===== config.mk =====
export PLATFORM = sky130hd
export DESIGN_NAME = mul_div_unit
export DESIGN_NICKNAME = d
export VERILOG_FILES = /design/src/rtl/mul_div_unit_pkg.sv /design/src/rtl/mdu_iter_step.sv /design/src/rtl/mul_div_unit.sv
export SDC_FILE = /design/constraint.sdc
export NUM_CORES = 1
export LEC_CHECK = 0
export CORE_MARGIN = 8
export CORE_UTILIZATION = 55
export DETAILED_ROUTE_END_ITERATION = 7
export PLACE_DENSITY = 0.75
export REMOVE_ABC_BUFFERS = 1
export SLEW_MARGIN = 10
export SYNTH_ARGS = -nofsm -noshare
export SYNTH_HDL_FRONTEND = slang
export SYNTH_SLANG_ARGS = --single-unit

===== constraint.sdc =====
create_clock -name clk -period 5.73 [get_ports clk]
set_input_delay 0.8595 -clock clk [delete_from_list [all_inputs] [get_ports clk]]
set_output_delay 0.8595 -clock clk [all_outputs]
set_load 0.1 [all_outputs]

===== src/rtl/mul_div_unit_pkg.sv =====
// Shared encodings for the iterative multiply/divide unit.
package mul_div_unit_pkg;

   localparam int unsigned MduWidthDefault = 32;

   typedef enum logic [1:0] {
      OpMultu = 2'b00,
      OpMult  = 2'b01,
      OpDivu  = 2'b10,
      OpDiv   = 2'b11
   } mdu_op_e;

   typedef enum logic [1:0] {
      StIdle,
      StRun,
      StFin
   } mdu_state_e;

endpackage


===== src/rtl/mdu_iter_step.sv =====
// One combinational iteration: shift-add multiply or restoring shift-subtract divide.
module mdu_iter_step
   import mul_div_unit_pkg::*;
#(
   parameter int unsigned WIDTH = MduWidthDefault
) (
   input  logic             is_div_i,
   input  logic [WIDTH-1:0] acc_i,
   input  logic [WIDTH-1:0] quo_i,
   input  logic [WIDTH-1:0] opb_i,
   output logic [WIDTH-1:0] acc_o,
   output logic [WIDTH-1:0] quo_o
);

   logic [WIDTH:0] sum;
   logic [WIDTH:0] shifted;
   logic [WIDTH:0] diff;
   logic           ge;

   always_comb begin
      sum     = {1'b0, acc_i} + (quo_i[0] ? {1'b0, opb_i} : '0);
      shifted = {acc_i, quo_i[WIDTH-1]};
      diff    = shifted - {1'b0, opb_i};
      ge      = shifted >= {1'b0, opb_i};
      if (is_div_i) begin
         // Partial remainder stays below the divisor, so the low WIDTH bits suffice.
         acc_o = ge ? diff[WIDTH-1:0] : shifted[WIDTH-1:0];
         quo_o = {quo_i[WIDTH-2:0], ge};
      end else begin
         acc_o = sum[WIDTH:1];
         quo_o = {sum[0], quo_i[WIDTH-1:1]};
      end
   end

endmodule


===== src/rtl/mul_div_unit.sv =====
// Iterative 32-cycle multiply/divide unit with signed fix-up and divide-by-zero shortcut.
module mul_div_unit
   import mul_div_unit_pkg::*;
#(
   parameter int unsigned WIDTH = MduWidthDefault
) (
   input  logic             clk,
   input  logic             rst_n,
   input  logic             start,
   input  logic [1:0]       op,
   input  logic [WIDTH-1:0] busA,
   input  logic [WIDTH-1:0] busB,
   output logic             busy,
   output logic             done,
   output logic [WIDTH-1:0] hi,
   output logic [WIDTH-1:0] lo,
   output logic             div_by_zero
);

   localparam int unsigned CntW = $clog2(WIDTH);

   mdu_state_e      state_q, state_d;
   mdu_op_e         op_q, op_d;
   logic [CntW-1:0] cnt_q, cnt_d;
   logic            sa_q, sa_d, sb_q, sb_d;
   logic            dbz_pend_q, dbz_pend_d;
   logic            dbz_q, dbz_d;
   logic            done_q, done_d;
   logic [WIDTH-1:0] opb_q, opb_d, acc_q, acc_d, quo_q, quo_d;
   logic [WIDTH-1:0] hi_q, hi_d, lo_q, lo_d;

   mdu_op_e          op_in;
   logic             is_div_in, signed_in, sa_in, sb_in, zero_div_in;
   logic             is_div_q, signed_q;
   logic [WIDTH-1:0] mag_a, mag_b, step_acc, step_quo;

   assign op_in       = mdu_op_e'(op);
   assign is_div_in   = (op_in == OpDivu) || (op_in == OpDiv);
   assign signed_in   = (op_in == OpMult) || (op_in == OpDiv);
   assign sa_in       = signed_in & busA[WIDTH-1];
   assign sb_in       = signed_in & busB[WIDTH-1];
   assign mag_a       = sa_in ? -busA : busA;
   assign mag_b       = sb_in ? -busB : busB;
   assign zero_div_in = is_div_in && (busB == '0);
   assign is_div_q    = (op_q == OpDivu) || (op_q == OpDiv);
   assign signed_q    = (op_q == OpMult) || (op_q == OpDiv);

   mdu_iter_step #(
      .WIDTH(WIDTH)
   ) u_step (
      .is_div_i(is_div_q),
      .acc_i   (acc_q),
      .quo_i   (quo_q),
      .opb_i   (opb_q),
      .acc_o   (step_acc),
      .quo_o   (step_quo)
   );

   always_comb begin
      state_d    = state_q;
      op_d       = op_q;
      cnt_d      = cnt_q;
      sa_d       = sa_q;
      sb_d       = sb_q;
      dbz_pend_d = dbz_pend_q;
      dbz_d      = dbz_q;
      done_d     = 1'b0;
      opb_d      = opb_q;
      acc_d      = acc_q;
      quo_d      = quo_q;
      hi_d       = hi_q;
      lo_d       = lo_q;
      unique case (state_q)
         StIdle: begin
            if (start) begin
               op_d       = op_in;
               sa_d       = sa_in;
               sb_d       = sb_in;
               cnt_d      = '0;
               dbz_d      = 1'b0;
               dbz_pend_d = zero_div_in;
               if (zero_div_in) begin
                  acc_d   = busA;
                  quo_d   = '1;
                  state_d = StFin;
               end else begin
                  acc_d   = '0;
                  opb_d   = is_div_in ? mag_b : mag_a;
                  quo_d   = is_div_in ? mag_a : mag_b;
                  state_d = StRun;
               end
            end
         end
         StRun: begin
            acc_d = step_acc;
            quo_d = step_quo;
            cnt_d = cnt_q + CntW'(1);
            if (cnt_q == CntW'(WIDTH - 1)) begin
               cnt_d   = '0;
               state_d = StFin;
            end
         end
         StFin: begin
            // First FIN cycle applies the sign fix-up in place; the second publishes it.
            if (cnt_q == '0) begin
               cnt_d = CntW'(1);
               if (!dbz_pend_q && signed_q) begin
                  if (is_div_q) begin
                     if (sa_q ^ sb_q) quo_d = -quo_q;
                     if (sa_q) acc_d = -acc_q;
                  end else if (sa_q ^ sb_q) begin
                     {acc_d, quo_d} = -{acc_q, quo_q};
                  end
               end
            end else begin
               cnt_d   = '0;
               hi_d    = acc_q;
               lo_d    = quo_q;
               done_d  = 1'b1;
               dbz_d   = dbz_pend_q;
               state_d = StIdle;
            end
         end
         default: state_d = StIdle;
      endcase
   end

   always_ff @(posedge clk or negedge rst_n) begin
      if (!rst_n) begin
         state_q    <= StIdle;
         op_q       <= OpMultu;
         cnt_q      <= '0;
         sa_q       <= 1'b0;
         sb_q       <= 1'b0;
         dbz_pend_q <= 1'b0;
         dbz_q      <= 1'b0;
         done_q     <= 1'b0;
         opb_q      <= '0;
         acc_q      <= '0;
         quo_q      <= '0;
         hi_q       <= '0;
         lo_q       <= '0;
      end else begin
         state_q    <= state_d;
         op_q       <= op_d;
         cnt_q      <= cnt_d;
         sa_q       <= sa_d;
         sb_q       <= sb_d;
         dbz_pend_q <= dbz_pend_d;
         dbz_q      <= dbz_d;
         done_q     <= done_d;
         opb_q      <= opb_d;
         acc_q      <= acc_d;
         quo_q      <= quo_d;
         hi_q       <= hi_d;
         lo_q       <= lo_d;
      end
   end

   assign busy        = (state_q != StIdle);
   assign done        = done_q;
   assign hi          = hi_q;
   assign lo          = lo_q;
   assign div_by_zero = dbz_q;

endmodule

## Word level (Yosys, flattened, before mapping)

Index checks and enable logic that the tools add are counted.

| storage, ports and cells | value |
|---|---|
| bits in latches | 0 |
| input port bits | 69 |
| output and inout port bits | 67 |
| memories | 0 |
| memory bits (writable) | 0 |
| memory bits (read-only) | 0 |
| register bits | 174 |
| word-level logic and storage cells | 103 |

| cells by class | value |
|---|---|
| $add $sub $neg | 8 |
| bitwise logic cells | 5 |
| shift operators | 0 |
| reductions and logical operators | 21 |
| order comparisons | 1 |
| equal/unequal tests | 17 |
| divide/modulo/power cells | 0 |
| $mul | 0 |
| multiplexer cells | 38 |

Operator list:

| kind | count |
|---|---|
| $mux 32 | 22 |
| $pmux 32 s3 | 2 |
| $neg 32->32 | 4 |
| $neg 64->64 | 1 |
| $add 32x32->33 | 1 |
| $ge 33x32->1 | 1 |
| $logic_not 32->1 | 1 |
| $sub 32x32->32 | 1 |
| $pmux 5 s3 | 1 |
| $ne 2x2->1 const B | 6 |
| $eq 2x2->1 const B | 5 |
| $mux 5 | 2 |
| $reduce_and 3->1 | 3 |
| $mux 2 | 4 |
| $eq 2x1->1 const B | 3 |
| $ne 3x3->1 const B | 2 |
| $pmux 2 s3 | 1 |
| $reduce_and 2->1 | 3 |
| $reduce_and 6->1 | 1 |
| $add 5x1->5 const B | 1 |
| $eq 5x5->1 const B | 1 |
| $logic_not 5->1 | 1 |
| $mux 1 | 5 |
| $reduce_and 5->1 | 1 |
| 10 further kinds | 17 |

## Logic depth before layout (Yosys ltp)

| depth | value |
|---|---|
| word-level depth | 8 |
| mapped depth | 15 |
| depth with buffers taken out | 13 |

## Hierarchy

Synthesis repeated with hierarchy kept, for this count alone.

| second synthesis, totals | value |
|---|---|
| cells, all modules | 2,064 |
| area total of the unflattened synthesis | 15,864.0 µm² |

Modules (own cells, without submodules):

| module | sequential area each (µm²) | times used | cells an instance | area an instance (µm²) |
|---|---|---|---|---|
| mul_div_unit | 4,354.2 | 1 | 1,398 | 11,202.0 |
| mdu_iter_step | 0.0 | 1 | 666 | 4,662.0 |

## Worst setup path before layout

No wires, ideal clock.

| timing path | value |
|---|---|
| kind | input port to flip-flop |
| start point | in busA[3] |
| end point | reg opb_q[21] |
| setup slack | 2,344 ps |
| buffers on the path | 1 |
| stages on the path | 9 |
| setup time | 133 ps |
| arrival | 3,252 ps |
| data required time | 5,597 ps |
| cell sequence | or4_1 > or4_1 > or3b_2 > clkbuf_1 > o41ai_1 > xor2_1 > nor2_1 > a21oi_1 > o21ai_0 |

| between the ends | value |
|---|---|
| cells in the longest elaborated chain, start to end | 3 |

RTL lines:

| what | line | source |
|---|---|---|
| start, declared | mul_div_unit.sv:11 | `input logic [WIDTH-1:0] busA,` |
| $neg 32->32 | mul_div_unit.sv:42 | `assign mag_a = sa_in ? -busA : busA;` |
| $mux 32 | mul_div_unit.sv:42 |  |
| $mux 32 | mul_div_unit.sv:88 | `opb_d = is_div_in ? mag_b : mag_a;` |
| end signal, assigned | mul_div_unit.sv:152 | `opb_q <= opb_d;` |
| end, declared | mul_div_unit.sv:29 | `logic [WIDTH-1:0] opb_q, opb_d, acc_q, acc_d, quo_q, quo_d;` |

No other way between the ends.
A chain may end at the register's enable or synchronous reset.

## Worst setup path in the final report

| timing path | value |
|---|---|
| start point | reg acc_q[0] |
| end point | reg acc_q[13] |

| between the ends | value |
|---|---|
| cells in the longest elaborated chain, start to end | 6 |
| elaborated cells between the ends (all ways) | 13 |
| classes of those cells | 4 x add/sub; 1 x order compare; 8 x mux |

RTL lines:

| what | line | source |
|---|---|---|
| start, declared | mul_div_unit.sv:29 |  |
| start signal, assigned | mul_div_unit.sv:139 | `acc_q <= '0;` |
| start signal, assigned | mul_div_unit.sv:153 | `acc_q <= acc_d;` |
| $neg 64->64 or $neg 32->32 (tied branches) | mul_div_unit.sv:112, mul_div_unit.sv:110 |  |
| $mux 32, on equally long branches | mul_div_unit.sv:111, mul_div_unit.sv:110 |  |
| $mux 32 | mul_div_unit.sv:108 | `if (is_div_q) begin` |
| $mux 32 | mul_div_unit.sv:107 | `if (!dbz_pend_q && signed_q) begin` |
| $mux 32 | mul_div_unit.sv:105 | `if (cnt_q == '0) begin` |
| $pmux 32 s3 * | mul_div_unit.sv:73 | `unique case (state_q)` |

Mark *: on every way between the ends. The rest lies on a longest branch, timed or not. The select of a mux whose other input is x is not followed.

==> key figures <==
Synthesis
  – Synth cell types: between 70 and 80
  – Number of synthesized register bits: approximately 170
  – Share of the yosys chip area belonging to registers: 27.79%
  – Synth Cell Area: 0.01567 mm2
  – Mapped Cells: between 2k and 2.5k
  – Yosys Warn Count: 0
  – Mean Syn Cell Area: 7.404 um2
  – Post-synth EDFFs: 0
  – Ys flop type: dfrtp_1
  – FFs w/ async S/R, synth: 100.0%

Setup path
  – Critical Path, Cell by Cell: ha_1 > nor2b_1 > o21bai_1 > a21oi_1 > a211oi_1 > o2bb2ai_1 > o311a_2 > buf_4 > mux2i_1 > a211oi_1 > a221o_1
  – CP peak stage delay: between 800 and 900 ps
  – Internal reg-to-reg setup slack: between 1000 and 1500 ps
  – Worst path slowest cell: o311a_2
  – R2r endpoint: acc_q[13]$_DFFE_PN0P_
  – Reg2reg start: acc_q[0]$_DFFE_PN0P_
  – Worst setup path class: reg2reg
  – Startpoint Class: register
  – CP required: 6050 ps
  – Crit end category: register
  – Crit-path max FO: 32
  – Crit path buffers/inverters: 1
  – Crit path max-delay family: compound AO/OA/AOI/OAI gates
  – Crit-path most repeated cell: a211oi_1
  – R2R depth: 11
  – CP arrival: ~4600 ps

Pwr
  – Worst ir drop on vdd: about 0.45 mV
  – Comb pwr share: a little over two thirds
  – Power density cells: about 700 mW/mm2
  – Sw Ratio: 57.40%
  – Reg power frac: ~20%
  – NetSw: approximately 7000 uW
  – Leak pwr: about 0.0076 uW
  – Pint: around 5200 uW
  – Clock power frac: 10.7%

Clocking
  – CTS root buffer: clkbuf_16
  – Worst-Skew Late Latency: about 460 ps
  – Worst-path clk slew: approximately 70 ps
  – Post-cts repair resize count: 0
  – Setup Buffers After CTS: 0
  – Clock Tree Buf Depth: 2
  – H-tree Lvls: 4
  – Hold buffers post-CTS: 0
  – CTS tree: built
  – CTS sink count: about 170
  – TritonCTS buffer count: 17

Finish
  – Finished Layout Cells: roughly 2.6k
  – Post-layout nets: 2308
  – Ant diodes: 0
  – Fill cell count: about 2.6k
  – Fin util: a little under two thirds
  – Fraction of layout cells with a size suffix above 1: about 5.4%
  – Synth-to-layout area growth: 13.69%

Drt
  – DRT Wirelength: 56.48 mm
  – Vias per cell: around 6.6
  – First drt pass iteration count: 6
  – Vias post-DR: between 15k and 20k
  – ANT nets after route: 0
  – DRC Markers: 0
  – Drt wl/cell: about 22 um
  – Starting DRT DRC Count: 1876

Floorplanning
  – Area of the core: ~0.028 mm2
  – Die Y: 184.8 um
  – Starting Density: 56.09%
  – Boundary Pins: roughly 140
  – Total die area: about 0.034 mm2
  – Die width: between 150 and 200 um
  – # rows: 61

Timing
  – Final Slew Violations: 0
  – Slew Limit Headroom: between 20% and 30%
  – Final setup viols: 0
  – Slack of the critical path: 1433 ps
  – Fin crit share: about three quarters
  – Final hold vios: 0
  – Worst slew pin tran: ~1100 ps
  – TNS Setup: 0 ps
  – RSZ-0062 raised after global routing: no
  – Final period demand of the worst path: ~4300 ps
  – Max Freq: roughly 0.23 GHz
  – Clock Skew: around 21 ps

Global routing
  – Grt ovf: 0
  – First-pass GRT wire length: just under 90 mm
  – Vias in the first global route: ~16k
  – Antenna violations before repair: 1
  – GRT Total Usage: 32.61%
  – Largest net degree at the start of global routing: 82

Placement
  – Post-DP HPWL: around 41 mm
  – Placed insts: ~2.5k
  – Pre-CTS WS: ~1200 ps
  – Number of port buffers: approximately 140
  – Routability-driven placement congestion ratio: approximately 0.96

Run
  – Max_cap viols: 0

Run status
  – Status: complete, no violations

Worst hold path
  – Worst Hold Class: in2async
per-layer routing:
layer / wire, um / vias to the layer above / global-route usage [%]
met1: 23670 / 8002 / 44.08
met5: 11 / - / 0
met3: 5205 / 159 / 5.858
li1: - / 7701 / -
met2: 24920 / 887 / 50.05
met4: 2667 / 2 / 15.27
metrics by stage:
stage	hold slack (ps)	power [uW]	area [um2]
floorplan	449.7	8316	15150
global placement	459.3	10640	17190
detailed placement	462.1	10770	17190
CTS	477.4	12100	17810
global route	499.5	13010	17810
finish	453.3	12270	17810
how the worst max path moves through the flow:
stage                                     from               endpoint  slack, ps  cells after the start
final                     acc_q[0]$_DFFE_PN0P_  acc_q[13]$_DFFE_PN0P_       1430                     11
after global routing      acc_q[2]$_DFFE_PN0P_  acc_q[13]$_DFFE_PN0P_       1210                     11
after CTS                 acc_q[0]$_DFFE_PN0P_  acc_q[13]$_DFFE_PN0P_       1530                     11
after detailed placement              busB[12]  acc_q[22]$_DFFE_PN0P_       1200                     12
after global placement                 busB[7]  acc_q[22]$_DFFE_PN0P_       1330                     12
after floorplan            op_q[1]$_DFFE_PN0P_  acc_q[22]$_DFFE_PN0P_       1410                      9
state kept, by name, indices dropped and copies added, names as in the netlist, 2 cells and up:
name / cells
op_q: 2
state_q: 2
hi: 32
acc_q: 32
opb_q: 32
lo: 32
cnt_q: 5
quo_q: 32
cells in the final DEF (no fill, tap or decap), types with 47 or more instances in the layout:
cell type        synthesis  layout
ha_1                    75      74
dfrtp_1                174     173
nor2_1                 206     206
xnor2_1                 74      74
inv_1                   81      81
a21oi_1                224     224
nor3_1                  56      56
xor2_1                  47      47
o21ai_0                178     178
clkdlybuf4s50_1          0     133
nand2_1                334     333
cells in the mapped netlist, types with 6 or more instances:
library cell / count / area share (%)
nand2_1: 334 / 8.0
a21oi_1: 224 / 7.2
nor2_1: 206 / 4.9
o21ai_0: 178 / 5.7
dfrtp_1: 174 / 28
clkbuf_1: 111 / 2.7
inv_1: 81 / 1.9
ha_1: 75 / 6.0
xnor2_1: 74 / 4.1
nor3_1: 56 / 1.8
xor2_1: 47 / 2.6
mux2i_1: 44 / 2.8
o31ai_1: 40 / 1.9
nand3_1: 34 / 1.1
mux2_2: 31 / 2.2
nor4_1: 25 / 1.0
a211oi_1: 24 / 1.1
buf_1: 20 / 0.48
or3_1: 20 / 0.80
a21o_1: 19 / 0.91
o211ai_1: 18 / 0.86
a31oi_1: 17 / 0.68
nand2b_1: 16 / 0.64
nand4_1: 16 / 0.64
o21bai_1: 14 / 0.67
or4_1: 14 / 0.67
a22oi_1: 13 / 0.62
o221ai_1: 13 / 0.73
o41ai_1: 12 / 0.67
o21a_1: 11 / 0.53
nor2b_1: 10 / 0.40
o22ai_1: 9 / 0.36
a211o_1: 8 / 0.45
and2_1: 8 / 0.32
nand3b_1: 8 / 0.38
or2_2: 8 / 0.32
a221oi_1: 7 / 0.39
a221o_1: 6 / 0.38
and3_1: 6 / 0.24
nor3b_1: 6 / 0.29
area by class of cell:
| type | instances | area [um2] | share of cell area [%] |
|---|---|---|---|
| repair buffers | 162 | 1553 | 8.717 |
| flip-flops and latches | 174 | 4358 | 24.47 |
| clock inverters | 12 | 180.2 | 1.012 |
| clock buffers | 18 | 439.2 | 2.466 |
| inverters | 86 | 322.8 | 1.812 |
| well taps | 378 | 473.0 | 2.655 |
| multi-input cells | 1721 | 10490 | 58.87 |
kinds of logic (layout without fill, tap and decap cells):
kind of cell	after synthesis	in the layout	share of synthesized area [%]
DFF	174	174	27.79
xor gates and xnor gates	121	121	6.764
AOI/OAI and AO/OA	668	668	26.39
buffers and inverters	221	278	5.351
muxes	75	75	5.039
and+or+nand+nor	780	780	22.42
adders and majority gates	77	77	6.245
worst reg2reg max path, cell delays in order (launching register included):
cell	delay [ps]
dfrtp_1	630
ha_1	340
nor2b_1	140
o21bai_1	230
a21oi_1	140
a211oi_1	540
o2bb2ai_1	370
o311a_2	810
buf_4	370
mux2i_1	200
a211oi_1	90
a221o_1	300
power groups by stage:
stage | clock network (uW) | registers (uW) | logic, uW
3_3_place_gp | 0 | 2390 | 8250
5_1_grt | 1360 | 2480 | 9170
6_report | 1310 | 2410 | 8550
4_1_cts | 1310 | 2390 | 8410
2_1_floorplan | 0 | 3620 | 4700
3_5_place_dp | 0 | 2410 | 8360
No activity file was read; power rests on OpenSTA's default activity.
